$ cat config.mk
export PLATFORM = sky130hd
export DESIGN_NAME = multicycle_control_unit_flat
export DESIGN_NICKNAME = d
export VERILOG_FILES = /design/src/rtl/multicycle_control_unit_if.sv /design/src/rtl/multicycle_control_unit.sv /design/src/flat_wrapper.sv
export SDC_FILE = /design/constraint.sdc
export NUM_CORES = 1
export LEC_CHECK = 0
export BUFFER_PORTS_ARGS = -buffer_cell sky130_fd_sc_hd__buf_2
export CORE_MARGIN = 4
export CORE_UTILIZATION = 42
export CTS_CLUSTER_SIZE = 40
export DETAILED_ROUTE_END_ITERATION = 12
export PLACE_DENSITY = 0.74
export SYNTH_ARGS = -nofsm -noshare
export SYNTH_HDL_FRONTEND = slang
export SYNTH_SLANG_ARGS = --single-unit
$ cat constraint.sdc
create_clock -name clk -period 1.57 [get_ports clk]
set_clock_uncertainty 0.2 [all_clocks]
set_input_delay 0.314 -clock clk [delete_from_list [all_inputs] [get_ports clk]]
set_output_delay 0.314 -clock clk [all_outputs]
set_load 0.02 [all_outputs]
$ cat src/rtl/multicycle_control_unit_if.sv
// Control bundle between the multi-cycle MIPS control FSM and its datapath.
// The control unit is the master: it consumes instruction fields and the zero flag and drives every select/strobe.
interface multicycle_control_unit_if #(
  parameter int ALU_OP_W = 4,
  parameter int STATE_W  = 4
);
  logic [5:0]          opcode_i;
  logic [5:0]          funct_i;
  logic                zero_i;
  logic [ALU_OP_W-1:0] alu_operation_o;
  logic                alu_src_a_o;
  logic [1:0]          alu_src_b_o;
  logic                zero_extend_o;
  logic                iord_o;
  logic                mem_read_o;
  logic                mem_write_o;
  logic                ir_write_o;
  logic                reg_dst_o;
  logic                mem_to_reg_o;
  logic                reg_write_o;
  logic [1:0]          pc_source_o;
  logic                pc_en_o;
  logic                illegal_o;
  logic [STATE_W-1:0]  state_o;

  modport master (
    input  opcode_i, funct_i, zero_i,
    output alu_operation_o, alu_src_a_o, alu_src_b_o, zero_extend_o, iord_o,
           mem_read_o, mem_write_o, ir_write_o, reg_dst_o, mem_to_reg_o,
           reg_write_o, pc_source_o, pc_en_o, illegal_o, state_o
  );

  modport slave (
    output opcode_i, funct_i, zero_i,
    input  alu_operation_o, alu_src_a_o, alu_src_b_o, zero_extend_o, iord_o,
           mem_read_o, mem_write_o, ir_write_o, reg_dst_o, mem_to_reg_o,
           reg_write_o, pc_source_o, pc_en_o, illegal_o, state_o
  );
endinterface

$ cat src/rtl/multicycle_control_unit.sv
// Moore control FSM for the multi-cycle MIPS datapath (lw, sw, add, sub, or, addi, ori, beq, j).
// Unsupported encodings park in ILLEGAL until reset; only the BRANCH pc_en follows zero_i combinationally.
module multicycle_control_unit #(
  parameter int ALU_OP_W = 4,
  parameter int STATE_W  = 4
) (
  input  logic                     clk,
  input  logic                     reset,
  multicycle_control_unit_if.master ctrl_bus
);

  typedef enum logic [STATE_W-1:0] {
    S_IDLE      = STATE_W'(0),
    S_FETCH     = STATE_W'(1),
    S_DECODE    = STATE_W'(2),
    S_MEM_ADDR  = STATE_W'(3),
    S_MEM_READ  = STATE_W'(4),
    S_MEM_WB    = STATE_W'(5),
    S_MEM_WRITE = STATE_W'(6),
    S_R_EXEC    = STATE_W'(7),
    S_R_WB      = STATE_W'(8),
    S_I_EXEC    = STATE_W'(9),
    S_I_WB      = STATE_W'(10),
    S_BRANCH    = STATE_W'(11),
    S_JUMP      = STATE_W'(12),
    S_ILLEGAL   = STATE_W'(13)
  } state_t;

  localparam logic [5:0] OP_RTYPE = 6'b000000;
  localparam logic [5:0] OP_J     = 6'b000010;
  localparam logic [5:0] OP_BEQ   = 6'b000100;
  localparam logic [5:0] OP_ADDI  = 6'b001000;
  localparam logic [5:0] OP_ORI   = 6'b001101;
  localparam logic [5:0] OP_LW    = 6'b100011;
  localparam logic [5:0] OP_SW    = 6'b101011;

  localparam logic [5:0] FN_ADD = 6'b100000;
  localparam logic [5:0] FN_SUB = 6'b100010;
  localparam logic [5:0] FN_OR  = 6'b100101;

  localparam logic [ALU_OP_W-1:0] ALU_NONE = ALU_OP_W'(4'b0000);
  localparam logic [ALU_OP_W-1:0] ALU_OR   = ALU_OP_W'(4'b0010);
  localparam logic [ALU_OP_W-1:0] ALU_ADD  = ALU_OP_W'(4'b0011);
  localparam logic [ALU_OP_W-1:0] ALU_SUB  = ALU_OP_W'(4'b0100);

  localparam logic [1:0] SRC_B_REG   = 2'b00;
  localparam logic [1:0] SRC_B_FOUR  = 2'b01;
  localparam logic [1:0] SRC_B_IMM   = 2'b10;
  localparam logic [1:0] SRC_B_IMMX4 = 2'b11;

  localparam logic [1:0] PC_SRC_ALU     = 2'b00;
  localparam logic [1:0] PC_SRC_ALUOUT  = 2'b01;
  localparam logic [1:0] PC_SRC_JUMP    = 2'b10;

  state_t              r_state;
  state_t              w_state_next;
  logic [5:0]          r_opcode;

  logic [ALU_OP_W-1:0] w_alu_operation;
  logic                w_alu_src_a;
  logic [1:0]          w_alu_src_b;
  logic                w_zero_extend;
  logic                w_iord;
  logic                w_mem_read;
  logic                w_mem_write;
  logic                w_ir_write;
  logic                w_reg_dst;
  logic                w_mem_to_reg;
  logic                w_reg_write;
  logic [1:0]          w_pc_source;
  logic                w_pc_en;
  logic                w_illegal;

  function automatic logic is_legal_funct(input logic [5:0] funct);
    return funct inside {FN_ADD, FN_SUB, FN_OR};
  endfunction

  // NOTE: sequential state uses non-blocking assignments so every flop samples pre-edge values.
  always_ff @(posedge clk) begin
    if (reset) begin
      r_state <= S_IDLE;
    end else begin
      r_state <= w_state_next;
    end
  end

  // The opcode is captured in DECODE so MEM_ADDR and I_EXEC ignore later changes on the IR bus.
  // NOTE: no reset here; r_opcode is only read in states that are always entered through DECODE.
  always_ff @(posedge clk) begin
    if (r_state == S_DECODE) begin
      r_opcode <= ctrl_bus.opcode_i;
    end
  end

  // NOTE: the default assignment at the top keeps this block free of inferred latches.
  always_comb begin
    w_state_next = r_state;
    case (r_state)
      S_IDLE:     w_state_next = S_FETCH;
      S_FETCH:    w_state_next = S_DECODE;
      S_DECODE: begin
        case (ctrl_bus.opcode_i)
          OP_LW, OP_SW:    w_state_next = S_MEM_ADDR;
          OP_RTYPE:        w_state_next = is_legal_funct(ctrl_bus.funct_i) ? S_R_EXEC : S_ILLEGAL;
          OP_ADDI, OP_ORI: w_state_next = S_I_EXEC;
          OP_BEQ:          w_state_next = S_BRANCH;
          OP_J:            w_state_next = S_JUMP;
          default:         w_state_next = S_ILLEGAL;
        endcase
      end
      S_MEM_ADDR:  w_state_next = (r_opcode == OP_SW) ? S_MEM_WRITE : S_MEM_READ;
      S_MEM_READ:  w_state_next = S_MEM_WB;
      S_MEM_WB:    w_state_next = S_FETCH;
      S_MEM_WRITE: w_state_next = S_FETCH;
      S_R_EXEC:    w_state_next = S_R_WB;
      S_R_WB:      w_state_next = S_FETCH;
      S_I_EXEC:    w_state_next = S_I_WB;
      S_I_WB:      w_state_next = S_FETCH;
      S_BRANCH:    w_state_next = S_FETCH;
      S_JUMP:      w_state_next = S_FETCH;
      S_ILLEGAL:   w_state_next = S_ILLEGAL;
      default:     w_state_next = S_IDLE;
    endcase
  end

  always_comb begin
    w_alu_operation = ALU_NONE;
    w_alu_src_a     = 1'b0;
    w_alu_src_b     = SRC_B_REG;
    w_zero_extend   = 1'b0;
    w_iord          = 1'b0;
    w_mem_read      = 1'b0;
    w_mem_write     = 1'b0;
    w_ir_write      = 1'b0;
    w_reg_dst       = 1'b0;
    w_mem_to_reg    = 1'b0;
    w_reg_write     = 1'b0;
    w_pc_source     = PC_SRC_ALU;
    w_pc_en         = 1'b0;
    w_illegal       = 1'b0;

    case (r_state)
      S_FETCH: begin
        w_mem_read      = 1'b1;
        w_ir_write      = 1'b1;
        w_alu_src_b     = SRC_B_FOUR;
        w_alu_operation = ALU_ADD;
        w_pc_en         = 1'b1;
      end
      S_DECODE: begin
        w_alu_src_b     = SRC_B_IMMX4;
        w_alu_operation = ALU_ADD;
      end
      S_MEM_ADDR: begin
        w_alu_src_a     = 1'b1;
        w_alu_src_b     = SRC_B_IMM;
        w_alu_operation = ALU_ADD;
      end
      S_MEM_READ: begin
        w_mem_read = 1'b1;
        w_iord     = 1'b1;
      end
      S_MEM_WB: begin
        w_reg_write  = 1'b1;
        w_mem_to_reg = 1'b1;
      end
      S_MEM_WRITE: begin
        w_mem_write = 1'b1;
        w_iord      = 1'b1;
      end
      S_R_EXEC: begin
        w_alu_src_a = 1'b1;
        case (ctrl_bus.funct_i)
          FN_ADD:  w_alu_operation = ALU_ADD;
          FN_SUB:  w_alu_operation = ALU_SUB;
          FN_OR:   w_alu_operation = ALU_OR;
          default: w_alu_operation = ALU_NONE;
        endcase
      end
      S_R_WB: begin
        w_reg_write = 1'b1;
        w_reg_dst   = 1'b1;
      end
      S_I_EXEC: begin
        w_alu_src_a = 1'b1;
        w_alu_src_b = SRC_B_IMM;
        if (r_opcode == OP_ORI) begin
          w_alu_operation = ALU_OR;
          w_zero_extend   = 1'b1;
        end else begin
          w_alu_operation = ALU_ADD;
        end
      end
      S_I_WB: begin
        w_reg_write = 1'b1;
      end
      S_BRANCH: begin
        w_alu_src_a     = 1'b1;
        w_alu_operation = ALU_SUB;
        w_pc_source     = PC_SRC_ALUOUT;
        w_pc_en         = ctrl_bus.zero_i;
      end
      S_JUMP: begin
        w_pc_source = PC_SRC_JUMP;
        w_pc_en     = 1'b1;
      end
      S_ILLEGAL: begin
        w_illegal = 1'b1;
      end
      default: ;
    endcase

    // Reset gates every strobe immediately so an aborted instruction never writes anything.
    if (reset) begin
      w_mem_read  = 1'b0;
      w_mem_write = 1'b0;
      w_ir_write  = 1'b0;
      w_reg_write = 1'b0;
      w_pc_en     = 1'b0;
    end
  end

  assign ctrl_bus.alu_operation_o = w_alu_operation;
  assign ctrl_bus.alu_src_a_o     = w_alu_src_a;
  assign ctrl_bus.alu_src_b_o     = w_alu_src_b;
  assign ctrl_bus.zero_extend_o   = w_zero_extend;
  assign ctrl_bus.iord_o          = w_iord;
  assign ctrl_bus.mem_read_o      = w_mem_read;
  assign ctrl_bus.mem_write_o     = w_mem_write;
  assign ctrl_bus.ir_write_o      = w_ir_write;
  assign ctrl_bus.reg_dst_o       = w_reg_dst;
  assign ctrl_bus.mem_to_reg_o    = w_mem_to_reg;
  assign ctrl_bus.reg_write_o     = w_reg_write;
  assign ctrl_bus.pc_source_o     = w_pc_source;
  assign ctrl_bus.pc_en_o         = w_pc_en;
  assign ctrl_bus.illegal_o       = w_illegal;
  assign ctrl_bus.state_o         = r_state;

endmodule

$ cat src/flat_wrapper.sv
// flat-port wrapper written by rule: the top's interface ports become plain ports
module multicycle_control_unit_flat 
#(
  parameter int ALU_OP_W = 4,
  parameter int STATE_W  = 4
)
  (clk, reset, ctrl_bus_opcode_i, ctrl_bus_funct_i, ctrl_bus_zero_i, ctrl_bus_alu_operation_o, ctrl_bus_alu_src_a_o, ctrl_bus_alu_src_b_o, ctrl_bus_zero_extend_o, ctrl_bus_iord_o, ctrl_bus_mem_read_o, ctrl_bus_mem_write_o, ctrl_bus_ir_write_o, ctrl_bus_reg_dst_o, ctrl_bus_mem_to_reg_o, ctrl_bus_reg_write_o, ctrl_bus_pc_source_o, ctrl_bus_pc_en_o, ctrl_bus_illegal_o, ctrl_bus_state_o);
  multicycle_control_unit_if #(.ALU_OP_W(ALU_OP_W), .STATE_W(STATE_W)) ctrl_bus_i ();
  input  logic clk;
  input  logic reset;
  input wire logic [$bits(ctrl_bus_i.opcode_i)-1:0] ctrl_bus_opcode_i;
  input wire logic [$bits(ctrl_bus_i.funct_i)-1:0] ctrl_bus_funct_i;
  input wire logic [$bits(ctrl_bus_i.zero_i)-1:0] ctrl_bus_zero_i;
  output wire logic [$bits(ctrl_bus_i.alu_operation_o)-1:0] ctrl_bus_alu_operation_o;
  output wire logic [$bits(ctrl_bus_i.alu_src_a_o)-1:0] ctrl_bus_alu_src_a_o;
  output wire logic [$bits(ctrl_bus_i.alu_src_b_o)-1:0] ctrl_bus_alu_src_b_o;
  output wire logic [$bits(ctrl_bus_i.zero_extend_o)-1:0] ctrl_bus_zero_extend_o;
  output wire logic [$bits(ctrl_bus_i.iord_o)-1:0] ctrl_bus_iord_o;
  output wire logic [$bits(ctrl_bus_i.mem_read_o)-1:0] ctrl_bus_mem_read_o;
  output wire logic [$bits(ctrl_bus_i.mem_write_o)-1:0] ctrl_bus_mem_write_o;
  output wire logic [$bits(ctrl_bus_i.ir_write_o)-1:0] ctrl_bus_ir_write_o;
  output wire logic [$bits(ctrl_bus_i.reg_dst_o)-1:0] ctrl_bus_reg_dst_o;
  output wire logic [$bits(ctrl_bus_i.mem_to_reg_o)-1:0] ctrl_bus_mem_to_reg_o;
  output wire logic [$bits(ctrl_bus_i.reg_write_o)-1:0] ctrl_bus_reg_write_o;
  output wire logic [$bits(ctrl_bus_i.pc_source_o)-1:0] ctrl_bus_pc_source_o;
  output wire logic [$bits(ctrl_bus_i.pc_en_o)-1:0] ctrl_bus_pc_en_o;
  output wire logic [$bits(ctrl_bus_i.illegal_o)-1:0] ctrl_bus_illegal_o;
  output wire logic [$bits(ctrl_bus_i.state_o)-1:0] ctrl_bus_state_o;
  assign ctrl_bus_i.opcode_i = ctrl_bus_opcode_i;
  assign ctrl_bus_i.funct_i = ctrl_bus_funct_i;
  assign ctrl_bus_i.zero_i = ctrl_bus_zero_i;
  assign ctrl_bus_alu_operation_o = ctrl_bus_i.alu_operation_o;
  assign ctrl_bus_alu_src_a_o = ctrl_bus_i.alu_src_a_o;
  assign ctrl_bus_alu_src_b_o = ctrl_bus_i.alu_src_b_o;
  assign ctrl_bus_zero_extend_o = ctrl_bus_i.zero_extend_o;
  assign ctrl_bus_iord_o = ctrl_bus_i.iord_o;
  assign ctrl_bus_mem_read_o = ctrl_bus_i.mem_read_o;
  assign ctrl_bus_mem_write_o = ctrl_bus_i.mem_write_o;
  assign ctrl_bus_ir_write_o = ctrl_bus_i.ir_write_o;
  assign ctrl_bus_reg_dst_o = ctrl_bus_i.reg_dst_o;
  assign ctrl_bus_mem_to_reg_o = ctrl_bus_i.mem_to_reg_o;
  assign ctrl_bus_reg_write_o = ctrl_bus_i.reg_write_o;
  assign ctrl_bus_pc_source_o = ctrl_bus_i.pc_source_o;
  assign ctrl_bus_pc_en_o = ctrl_bus_i.pc_en_o;
  assign ctrl_bus_illegal_o = ctrl_bus_i.illegal_o;
  assign ctrl_bus_state_o = ctrl_bus_i.state_o;
  multicycle_control_unit #(.ALU_OP_W(ALU_OP_W), .STATE_W(STATE_W)) u_core (.clk(clk), .reset(reset), .ctrl_bus(ctrl_bus_i));
endmodule
==> results of run 1 <==
## metrics by stage
stage | hold slack [ps] | area [sq um] | utilization, % | worst slack (ps) | setup TNS [ps]
after floorplan | 213 | 1040 | - | -154 | -566
after global placement | 363 | 1400 | 70.6 | -245 | -688
after detailed placement | 363 | 1400 | 70.6 | -285 | -875
after CTS | 91.2 | 1800 | 90.6 | -511 | -4260
## synthesized netlist by cell type (2+ instances only)
cell / n / share of area, %
a21oi_1: 7 / 3.9
nor3_1: 8 / 4.5
o21ai_0: 3 / 1.7
o211ai_2: 2 / 2.8
dfxtp_1: 4 / 9.0
nor2b_1: 2 / 1.4
a21o_1: 2 / 1.7
nand3_1: 2 / 1.1
buf_2: 2 / 1.1
o22ai_1: 3 / 2.1
xnor2_1: 3 / 3.0
a211oi_1: 5 / 4.2
edfxtp_1: 6 / 20
nor4b_2: 3 / 5.1
a31oi_1: 3 / 2.1
and3b_1: 2 / 2.0
nor2_1: 11 / 4.6
nand2_1: 5 / 2.1
inv_1: 2 / 0.84
buf_6: 2 / 2.5
buf_4: 4 / 3.4
nand2b_1: 5 / 3.5
## cells by family after synthesis
kind of cell,Yosys count,share of synthesized area (%)
AOI/OAI and AO/OA,30,23.2
xor gates and xnor gates,3,2.95
buffers and inverters,12,8.72
DFF,10,29.3
other,1,0.422
and+or+nand+nor,48,35.4
## repair_timing
item,CTS
hold endpoints to repair,0
setup endpoints to repair,18
resized for setup,77
setup buffers,15
pin swaps,15
==> results.json, run 1 <==
{
  "ys_ff_latch": 10,
  "place_inst": 187,
  "root_buffer": "clkbuf_4",
  "hold_buffers": 0,
  "status": "stopped before the end",
  "synth_edf_count": 6,
  "postSynthCellCount": 104,
  "worst_endpoint": "ctrl_bus_zero_extend_o",
  "io_buffers": 36,
  "initial_core_util_pct": 44.9,
  "hpwl_mm": 2.23,
  "failed_stage": "global routing (5_1_grt)",
  "grt_antenna_before_repair": 0,
  "die_h_microns": 54.0,
  "htreeDepth": 1,
  "synth_area_sq_um": 890,
  "ys_types": 40,
  "synthArstFlopShare_pct": 0,
  "die_w_microns": 54.0,
  "rows": 16,
  "ys_seq_area_share_pct": 29.3,
  "synthFlopType": "edfxtp_1",
  "error": "[ERROR DPL-0033] detailed placement checks failed during check placement.",
  "cts_made_buffers": 3,
  "clockBufferDepth": 2,
  "cts.sinks": 10,
  "io_pins": 38,
  "grt_max_degree": 12,
  "avgSynthCellArea_sq_um": 8.55,
  "endpoint_type": "output port",
  "syn-num-nets": 119,
  "place_congestion": 0.776,
  "yosysWarnings": 0
}
==> run 2, diff against run 1 <==
CORE_AREA = 4 4 65 67   (was not set)
CORE_MARGIN = not set   (was 4)
CORE_UTILIZATION = not set   (was 42)
CTS_CLUSTER_SIZE = not set   (was 40)
DIE_AREA = 0 0 69 71   (was not set)
PLACE_DENSITY = not set   (was 0.74)
PLACE_DENSITY_LB_ADDON = 0.15   (was not set)
clock period = 2 ns   (was 1.57 ns; I/O delays follow)
==> run 2 against run 1 <==
  * Synthesized cell count is the same
  * The flow now finishes, with violations (setup timing)
  * Synthesized area is the same
==> results.json, run 2 <==
{
  "hpwl_mm": 2.12,
  "grt_max_degree": 12,
  "p_leak_nw": 0.580,
  "critPathMaxFanout": 2,
  "grt_pass1_wl_mm": 4.57,
  "cts_made_buffers": 3,
  "area_growth_pct": 48.7,
  "endpoint_kind": "output port",
  "core_sq_um": 3630,
  "drtIter0Drc": 21,
  "setup_violations": 2,
  "ir_drop_uv": 201,
  "layout_common_cells": "buf_2 (34), buf_4 (19), nor2_1 (10)",
  "die_w_microns": 69,
  "grt_antenna_before_repair": 0,
  "slew_violations": 0,
  "min_path_cells": 1,
  "cts.sinks": 10,
  "synth.most_common_cell": "nor2_1",
  "num_vias": 996,
  "fin_area_sq_um": 1320,
  "global_route.overflow_total": 0,
  "total_power_mw": 0.875,
  "vias_per_cell": 4.93,
  "max_flop_register": "u_core.r_opcode",
  "postSynthCellCount": 104,
  "power_density_nw_per_um2": 661,
  "r2r_cells": 7,
  "largest_register_ffs": 6,
  "grt_pass1_vias": 970,
  "grt_use_total_pct": 10.9,
  "synthFlopType": "edfxtp_1",
  "hold_buffers": 0,
  "die_h_microns": 71,
  "htreeDepth": 1,
  "yosys.area.top_type": "edfxtp_1",
  "cts_tree": "yes",
  "io_buffers": 36,
  "finalHoldViolations": 0,
  "syn-num-nets": 119,
  "wl_per_cell_microns": 13.6,
  "io_pins": 38,
  "synth_edf_count": 6,
  "ys_ff_latch": 10,
  "routed_wl_mm": 2.75,
  "cap_violations": 0,
  "fill_cells": 418,
  "violations": "setup timing",
  "hp-class": "in -> reg",
  "drt-pass1-iter-count": 4,
  "required_ps": 1400,
  "drive_gt1_share_pct": 50.6,
  "finalCritPeriodShare_pct": 106,
  "clockBufferDepth": 2,
  "ys_types": 40,
  "arrival_ps": 1530,
  "cts.clk_slew.worst_paths_ps": 50,
  "worstSkewPairLatency_ps": 230,
  "drtAntennaViolNets": 0,
  "netlist.area_leader.share_pct": 20.3,
  "layout_commonest_cell": "buf_2",
  "yosysWarnings": 0,
  "dieArea_sq_um": 4900,
  "rows": 22,
  "synthTopCellsByArea": "edfxtp_1 (20%), dfxtp_1 (9.0%), nor4b_2 (5.1%), nor2_1 (4.6%), nor3_1 (4.5%)",
  "rsz0062_at_grt": "yes",
  "status": "finished, violations left",
  "period_needed_ps": 2130,
  "synth_area_sq_um": 890,
  "worstSetupPathType": "reg -> out",
  "max_freq_mhz": 470,
  "place_congestion": 0.770,
  "dpl_cell_area_sq_um": 1190,
  "worst_slack_ps": -129,
  "ys_seq_area_share_pct": 29.3,
  "root_buffer": "clkbuf_8",
  "avgSynthCellArea_sq_um": 8.55,
  "ys_top_cells_by_count": "nor2_1 (11), nor3_1 (8), a21oi_1 (7)",
  "crit_path_start_kind": "flip-flop",
  "synthArstFlopShare_pct": 0,
  "initial_core_util_pct": 24.5,
  "num_antenna_cells": 0,
  "drc_errors": 0,
  "final_nets": 170
}
-- run 2: power breakdown --
part | total [mW] | switching (mW) | internal, mW | leakage [nW]
combinational | 0.391 | 0.223 | 0.167 | 0.467
clock | 0.215 | 0.0802 | 0.135 | 0.0231
sequential | 0.269 | 0.0286 | 0.240 | 0.0899
total | 0.875 | 0.332 | 0.542 | 0.580
-- run 2: final timing paths --
check	from	endpoint	slack, ps
worst min register to register	u_core.ctrl_bus.state_o[0]	u_core.ctrl_bus.state_o[3]	540
worst min-delay path	ctrl_bus_opcode_i[4]	u_core.r_opcode[4]	220
worst max-delay path	u_core.r_opcode[4]	ctrl_bus_zero_extend_o	-130
worst max register to register	u_core.ctrl_bus.state_o[3]	u_core.ctrl_bus.state_o[3]	380
-- run 2: worst max-delay path: stages, from the launching register on --
cell      delay (ps)
edfxtp_1         350
nand3b_1         190
nor4b_2          230
buf_4            170
nor4b_4          190
buf_4            180
-- run 2: layout make-up --
cell class	instances	area, sq um	share of cell area (%)
clock buffer	3	41.3	3.12
clock inverter	1	3.75	0.284
inverter	3	11.3	0.851
multi-input combinational	82	598	45.2
sequential	10	273	20.6
tap	48	60.1	4.54
timing repair buffer	55	335	25.4
-- run 2: timing repair --
action / 4_1_cts / 5_1_grt
gates cloned: 0 / 0
pin swaps: 0 / 2
gates resized for setup: 5 / 11
buffers inserted: 0 / 5
setup endpoints to repair: 7 / 5
hold endpoints to repair: 0 / 0
-- run 2: stage by stage --
stage | hold slack, ps | TNS, ps | worst slack [ps] | std cells | util [%]
final | 217 | -245 | -129 | 202 | 36.4
after global routing | 218 | -419 | -204 | 202 | 36.4
after CTS | 214 | -310 | -159 | 197 | 34.4
after detailed placement | 452 | 0 | 6.35 | 193 | 32.7
after global placement | 460 | 0 | 13.0 | 193 | 32.7
after floorplan | 299 | -41.2 | -41.2 | 104 | -
-- run 2: logic make-up (layout without fill, tap and decap cells) --
| group | count (synthesis) | after routing | synth area share (%) |
|---|---|---|---|
| AND/OR/NAND/NOR | 48 | 48 | 35.4 |
| AO/OA/AOI/OAI | 30 | 30 | 23.2 |
| buffers and inverters | 12 | 62 | 8.72 |
| flip-flops | 10 | 10 | 29.3 |
| XOR/XNOR | 3 | 3 | 2.95 |
| other | 1 | 1 | 0.422 |
-- run 2: routing by layer --
| layer | track usage, % | vias to the layer above | share of wire [%] |
|---|---|---|---|
| met1 | 12.6 | 486 | 42 |
| met4 | 3.90 | 0 | 0.69 |
| li1 | - | 488 | - |
| met2 | 19.4 | 20 | 53 |
| met5 | 0 | - | 0 |
| met3 | 2.56 | 2 | 4.7 |
Power figures use the tool's default switching activity.
==> run 3, diff against run 2 <==
SETUP_SLACK_MARGIN = 0.2   (was not set)
==> run 3 against run 2 <==
  * Register-to-register slack worse by 80 ps
  * Critical endpoint unchanged
  * Largest power group unchanged
  * Setup slack worse by 8.2 ps
  * Utilization increased by 9.6 points
  * Non-clock buffer count grew 9
  * The flow still finishes with violations (setup timing)
  * First-iteration DRC count rose by 62%
  * Fmax is 0.38% lower
  * Largest cell class unchanged
  * Power grew 20%
  * Sequential share of layout area is 4.2 points lower
  * Die area stayed put
  * Sequential cell count stayed put
==> results.json, run 3 (synthesized netlist as in run 2, its figures left out) <==
{
  "crit_path_start_kind": "flip-flop",
  "clockBufferDepth": 2,
  "drc_errors": 0,
  "num_antenna_cells": 0,
  "max_flop_register": "u_core.r_opcode",
  "slew_violations": 0,
  "rows": 22,
  "hold_slack_ps": 231,
  "finalCritPeriodShare_pct": 107,
  "core_sq_um": 3630,
  "cts_tree": "yes",
  "grt_pass1_wl_mm": 5.04,
  "num_vias": 1030,
  "die_w_microns": 69,
  "required_ps": 1400,
  "p_leak_nw": 0.698,
  "drtAntennaViolNets": 0,
  "hp-class": "in -> reg",
  "finalHoldViolations": 0,
  "worstSetupPathType": "reg -> out",
  "endpoint_kind": "output port",
  "cts.sinks": 10,
  "power_density_nw_per_um2": 626,
  "crit_buf_inv": 1,
  "fin_util_pct": 46.0,
  "cts_made_buffers": 3,
  "setup_violations": 2,
  "htreeDepth": 1,
  "global_route.overflow_total": 0,
  "cap_violations": 0,
  "layout_common_cells": "buf_6 (21), buf_4 (21), buf_2 (20)",
  "cts.clk_slew.worst_paths_ps": 50,
  "grt_max_degree": 11,
  "path_cells": "nand3b_1, nor4b_4, nor4b_4, buf_4",
  "root_buffer": "clkbuf_8",
  "grt_use_total_pct": 12.5,
  "slowest_delay_ps": 350,
  "worstSkewPairLatency_ps": 230,
  "largest_register_ffs": 6,
  "drtIter0Drc": 34,
  "period_needed_ps": 2140,
  "drt-pass1-iter-count": 4,
  "ir_drop_uv": 313,
  "grt_pass1_vias": 1065,
  "r2r_cells": 7,
  "drive_gt1_share_pct": 66.9,
  "vias_per_cell": 4.88,
  "final_nets": 179,
  "dieArea_sq_um": 4900,
  "io_pins": 38,
  "hold_buffers": 0,
  "min_path_cells": 1,
  "area_growth_pct": 88.0,
  "initial_core_util_pct": 24.5,
  "place_congestion": 0.747,
  "grt_antenna_before_repair": 0,
  "critPathMaxFanout": 2,
  "status": "finished, violations left",
  "crit_top_cell": "nor4b_4",
  "wl_per_cell_microns": 15.0,
  "worst_slack_ps": -137,
  "critPathTopFamily": "simple AND/OR/NAND/NOR gates",
  "crit_cells": 4,
  "io_buffers": 36,
  "max_freq_mhz": 468,
  "setup_tns_ps": -267,
  "worst_path_max_delay_cell": "edfxtp_1",
  "routed_wl_mm": 3.17,
  "hpwl_mm": 2.09,
  "rsz0062_at_grt": "yes",
  "violations": "setup timing",
  "arrival_ps": 1540,
  "die_h_microns": 71
}
## run 3: timing repair
| action | CTS | global route |
|---|---|---|
| pin swaps | 11 | 6 |
| setup endpoints to repair | 17 | 17 |
| resized for setup | 44 | 29 |
| buffers inserted | 14 | 4 |
## run 3: routing by layer
metal  global-route usage [%]  routed length, microns  vias up
met1                     14.4                    1370      504
li1                         -                       -      508
met4                     5.21                      45        0
met5                        0                       0        -
met3                     1.99                      70        4
met2                     23.0                    1680       14
## run 3: layout make-up
type	instances	area, sq um
inverter	3	11.3
sequential	10	275
tap	48	60.1
multi-input combinational	82	752
fill	371	1960
timing repair buffer	64	529
clock buffer	4	45.0
## run 3: path summary, 6_finish.rpt
| kind | slack (ps) | startpoint | end |
|---|---|---|---|
| max reg2reg | 300 | u_core.ctrl_bus.state_o[1] | u_core.ctrl_bus.state_o[2] |
| min reg2reg | 570 | u_core.ctrl_bus.state_o[0] | u_core.ctrl_bus.state_o[3] |
| min | 230 | ctrl_bus_opcode_i[4] | u_core.r_opcode[4] |
| max | -140 | u_core.r_opcode[4] | ctrl_bus_zero_extend_o |
## run 3: per-stage QoR
| step | cell area, sq um | cells | total power, mW | setup WS, ps |
|---|---|---|---|---|
| 2_1_floorplan | 973 | 104 | 0.539 | 151 |
| 3_3_place_gp | 1220 | 189 | 0.645 | 18.3 |
| 3_5_place_dp | 1220 | 189 | 0.645 | -5.50 |
| 4_1_cts | 1530 | 207 | 1.00 | -151 |
| 5_1_grt | 1670 | 211 | 1.10 | -228 |
| 6_report | 1670 | 211 | 1.05 | -137 |
## run 3: report_power, final
group          internal, mW  switching (mW)
logic                 0.275           0.289
clock network         0.139          0.0762
registers             0.241          0.0271
total                 0.655           0.392
==> run 4, diff against run 3 <==
CELL_PAD_IN_SITES_DETAIL_PLACEMENT = 0   (was not set)
CELL_PAD_IN_SITES_GLOBAL_PLACEMENT = 1   (was not set)
SETUP_SLACK_MARGIN = 0.15   (was 0.2)
==> run 4 against run 3 <==
  * The flow still finishes with violations (setup timing)
  * Design area is 1.5% higher
  * Sequential cell count unchanged
  * Setup slack improved by 14 ps
  * Critical path depth up 2
  * Routed wire length down 2.9%
  * Clock power fell by 4%
  * Hold slack got worse by 19 ps
  * Cell count is 1.9% higher
  * Fmax increased by 0.66%
  * Critical path type unchanged
  * Largest cell class unchanged
  * Largest power group unchanged
==> results.json, run 4 (synthesized netlist as in run 2, its figures left out) <==
{
  "worstSkewPairLatency_ps": 230,
  "crit_path_start_kind": "flip-flop",
  "grt_pass1_wl_mm": 4.72,
  "hold_buffers": 0,
  "arrival_ps": 1520,
  "endpoint_kind": "output port",
  "num_antenna_cells": 0,
  "drtAntennaViolNets": 0,
  "initial_core_util_pct": 24.5,
  "cts.sinks": 10,
  "status": "finished, violations left",
  "multi_input_area_sq_um": 734,
  "hp-class": "in -> reg",
  "total_power_mw": 1.05,
  "hold_slack_ps": 212,
  "violations": "setup timing",
  "cts_tree": "yes",
  "root_buffer": "clkbuf_8",
  "setup_violations": 2,
  "cts_made_buffers": 3,
  "power_density_nw_per_um2": 616,
  "die_h_microns": 71,
  "routed_wl_mm": 3.08,
  "drc_errors": 0,
  "cap_violations": 0,
  "largest_register_ffs": 6,
  "fin_util_pct": 46.7,
  "drt-pass1-iter-count": 4,
  "fill_cells": 377,
  "period_needed_ps": 2120,
  "vias_per_cell": 4.84,
  "rsz0062_at_grt": "yes",
  "worst_slack_ps": -123,
  "setup_tns_ps": -235,
  "max_flop_register": "u_core.r_opcode",
  "finalCritPeriodShare_pct": 106,
  "dieArea_sq_um": 4900,
  "place_congestion": 0.747,
  "slew_violations": 0,
  "drive_gt1_share_pct": 65.3,
  "hpwl_mm": 2.17,
  "critPathMaxFanout": 2,
  "register_area_sq_um": 275,
  "final_nets": 183,
  "grt_use_total_pct": 11.5,
  "required_ps": 1400,
  "io_buffers": 36,
  "grt_pass1_vias": 1003,
  "rows": 22,
  "htreeDepth": 1,
  "p_leak_nw": 0.716,
  "io_pins": 38,
  "grt_max_degree": 12,
  "area_growth_pct": 90.9,
  "cts.clk_slew.worst_paths_ps": 50,
  "wl_per_cell_microns": 14.3,
  "clockBufferDepth": 2,
  "drtIter0Drc": 41,
  "global_route.overflow_total": 0,
  "die_w_microns": 69,
  "layout_common_cells": "buf_4 (30), buf_2 (22), buf_6 (11)",
  "num_vias": 1040,
  "ir_drop_uv": 257,
  "max_freq_mhz": 471,
  "finalHoldViolations": 0,
  "grt_antenna_before_repair": 0,
  "core_sq_um": 3630,
  "layout_commonest_cell": "buf_4",
  "worstSetupPathType": "reg -> out"
}
-- run 4: final timing paths --
kind         slack [ps]                        from                           to  depth (start not counted)
max                -120          u_core.r_opcode[4]  ctrl_bus_alu_operation_o[0]                          6
min                 210        ctrl_bus_opcode_i[4]           u_core.r_opcode[4]                          1
max reg2reg         290  u_core.ctrl_bus.state_o[1]   u_core.ctrl_bus.state_o[2]                          7
min reg2reg         550  u_core.ctrl_bus.state_o[1]   u_core.ctrl_bus.state_o[1]                          3
-- run 4: critical path: stages (launching register included) --
cell       delay, ps
edfxtp_1         350
nand3b_1         190
nor4b_2          230
buf_4            160
o32ai_1           70
o2bb2ai_1        130
buf_2            160
-- run 4: per-stage QoR --
step	setup WS, ps	area (sq um)	instances
6_report	-123	1700	215
5_1_grt	-265	1700	215
4_1_cts	-117	1460	201
3_5_place_dp	-19.0	1220	192
3_3_place_gp	-2.27	1220	192
2_1_floorplan	-41.2	933	104
-- run 4: repair_timing --
action / 4_1_cts / 5_1_grt
buffers inserted: 3 / 14
pin swaps: 1 / 10
cloned: 2 / 0
hold endpoints to repair: 0 / 0
gates resized for setup: 38 / 33
endpoints found under the setup margin: 18 / 15
-- run 4: final cells by class --
cell class	instances	area share (%)
clock inverters	1	0.221
multi-input cells	82	43.3
clock buffers	3	2.43
inverters	3	0.811
flip-flops and latches	10	16.2
repair buffers	68	33.5
well taps	48	3.54
-- run 4: layer usage --
layer / wire (microns) / global-route usage, %
met1: 1420 / 15.0
met4: 19 / 2.60
met5: 0 / 0
met3: 148 / 2.41
met2: 1500 / 19.3
-- run 4: report_power, final --
| part | switching (mW) | internal, mW | total [mW] |
|---|---|---|---|
| logic | 0.278 | 0.285 | 0.563 |
| registers | 0.0332 | 0.241 | 0.274 |
| clock network | 0.0742 | 0.134 | 0.208 |
| total | 0.385 | 0.660 | 1.05 |
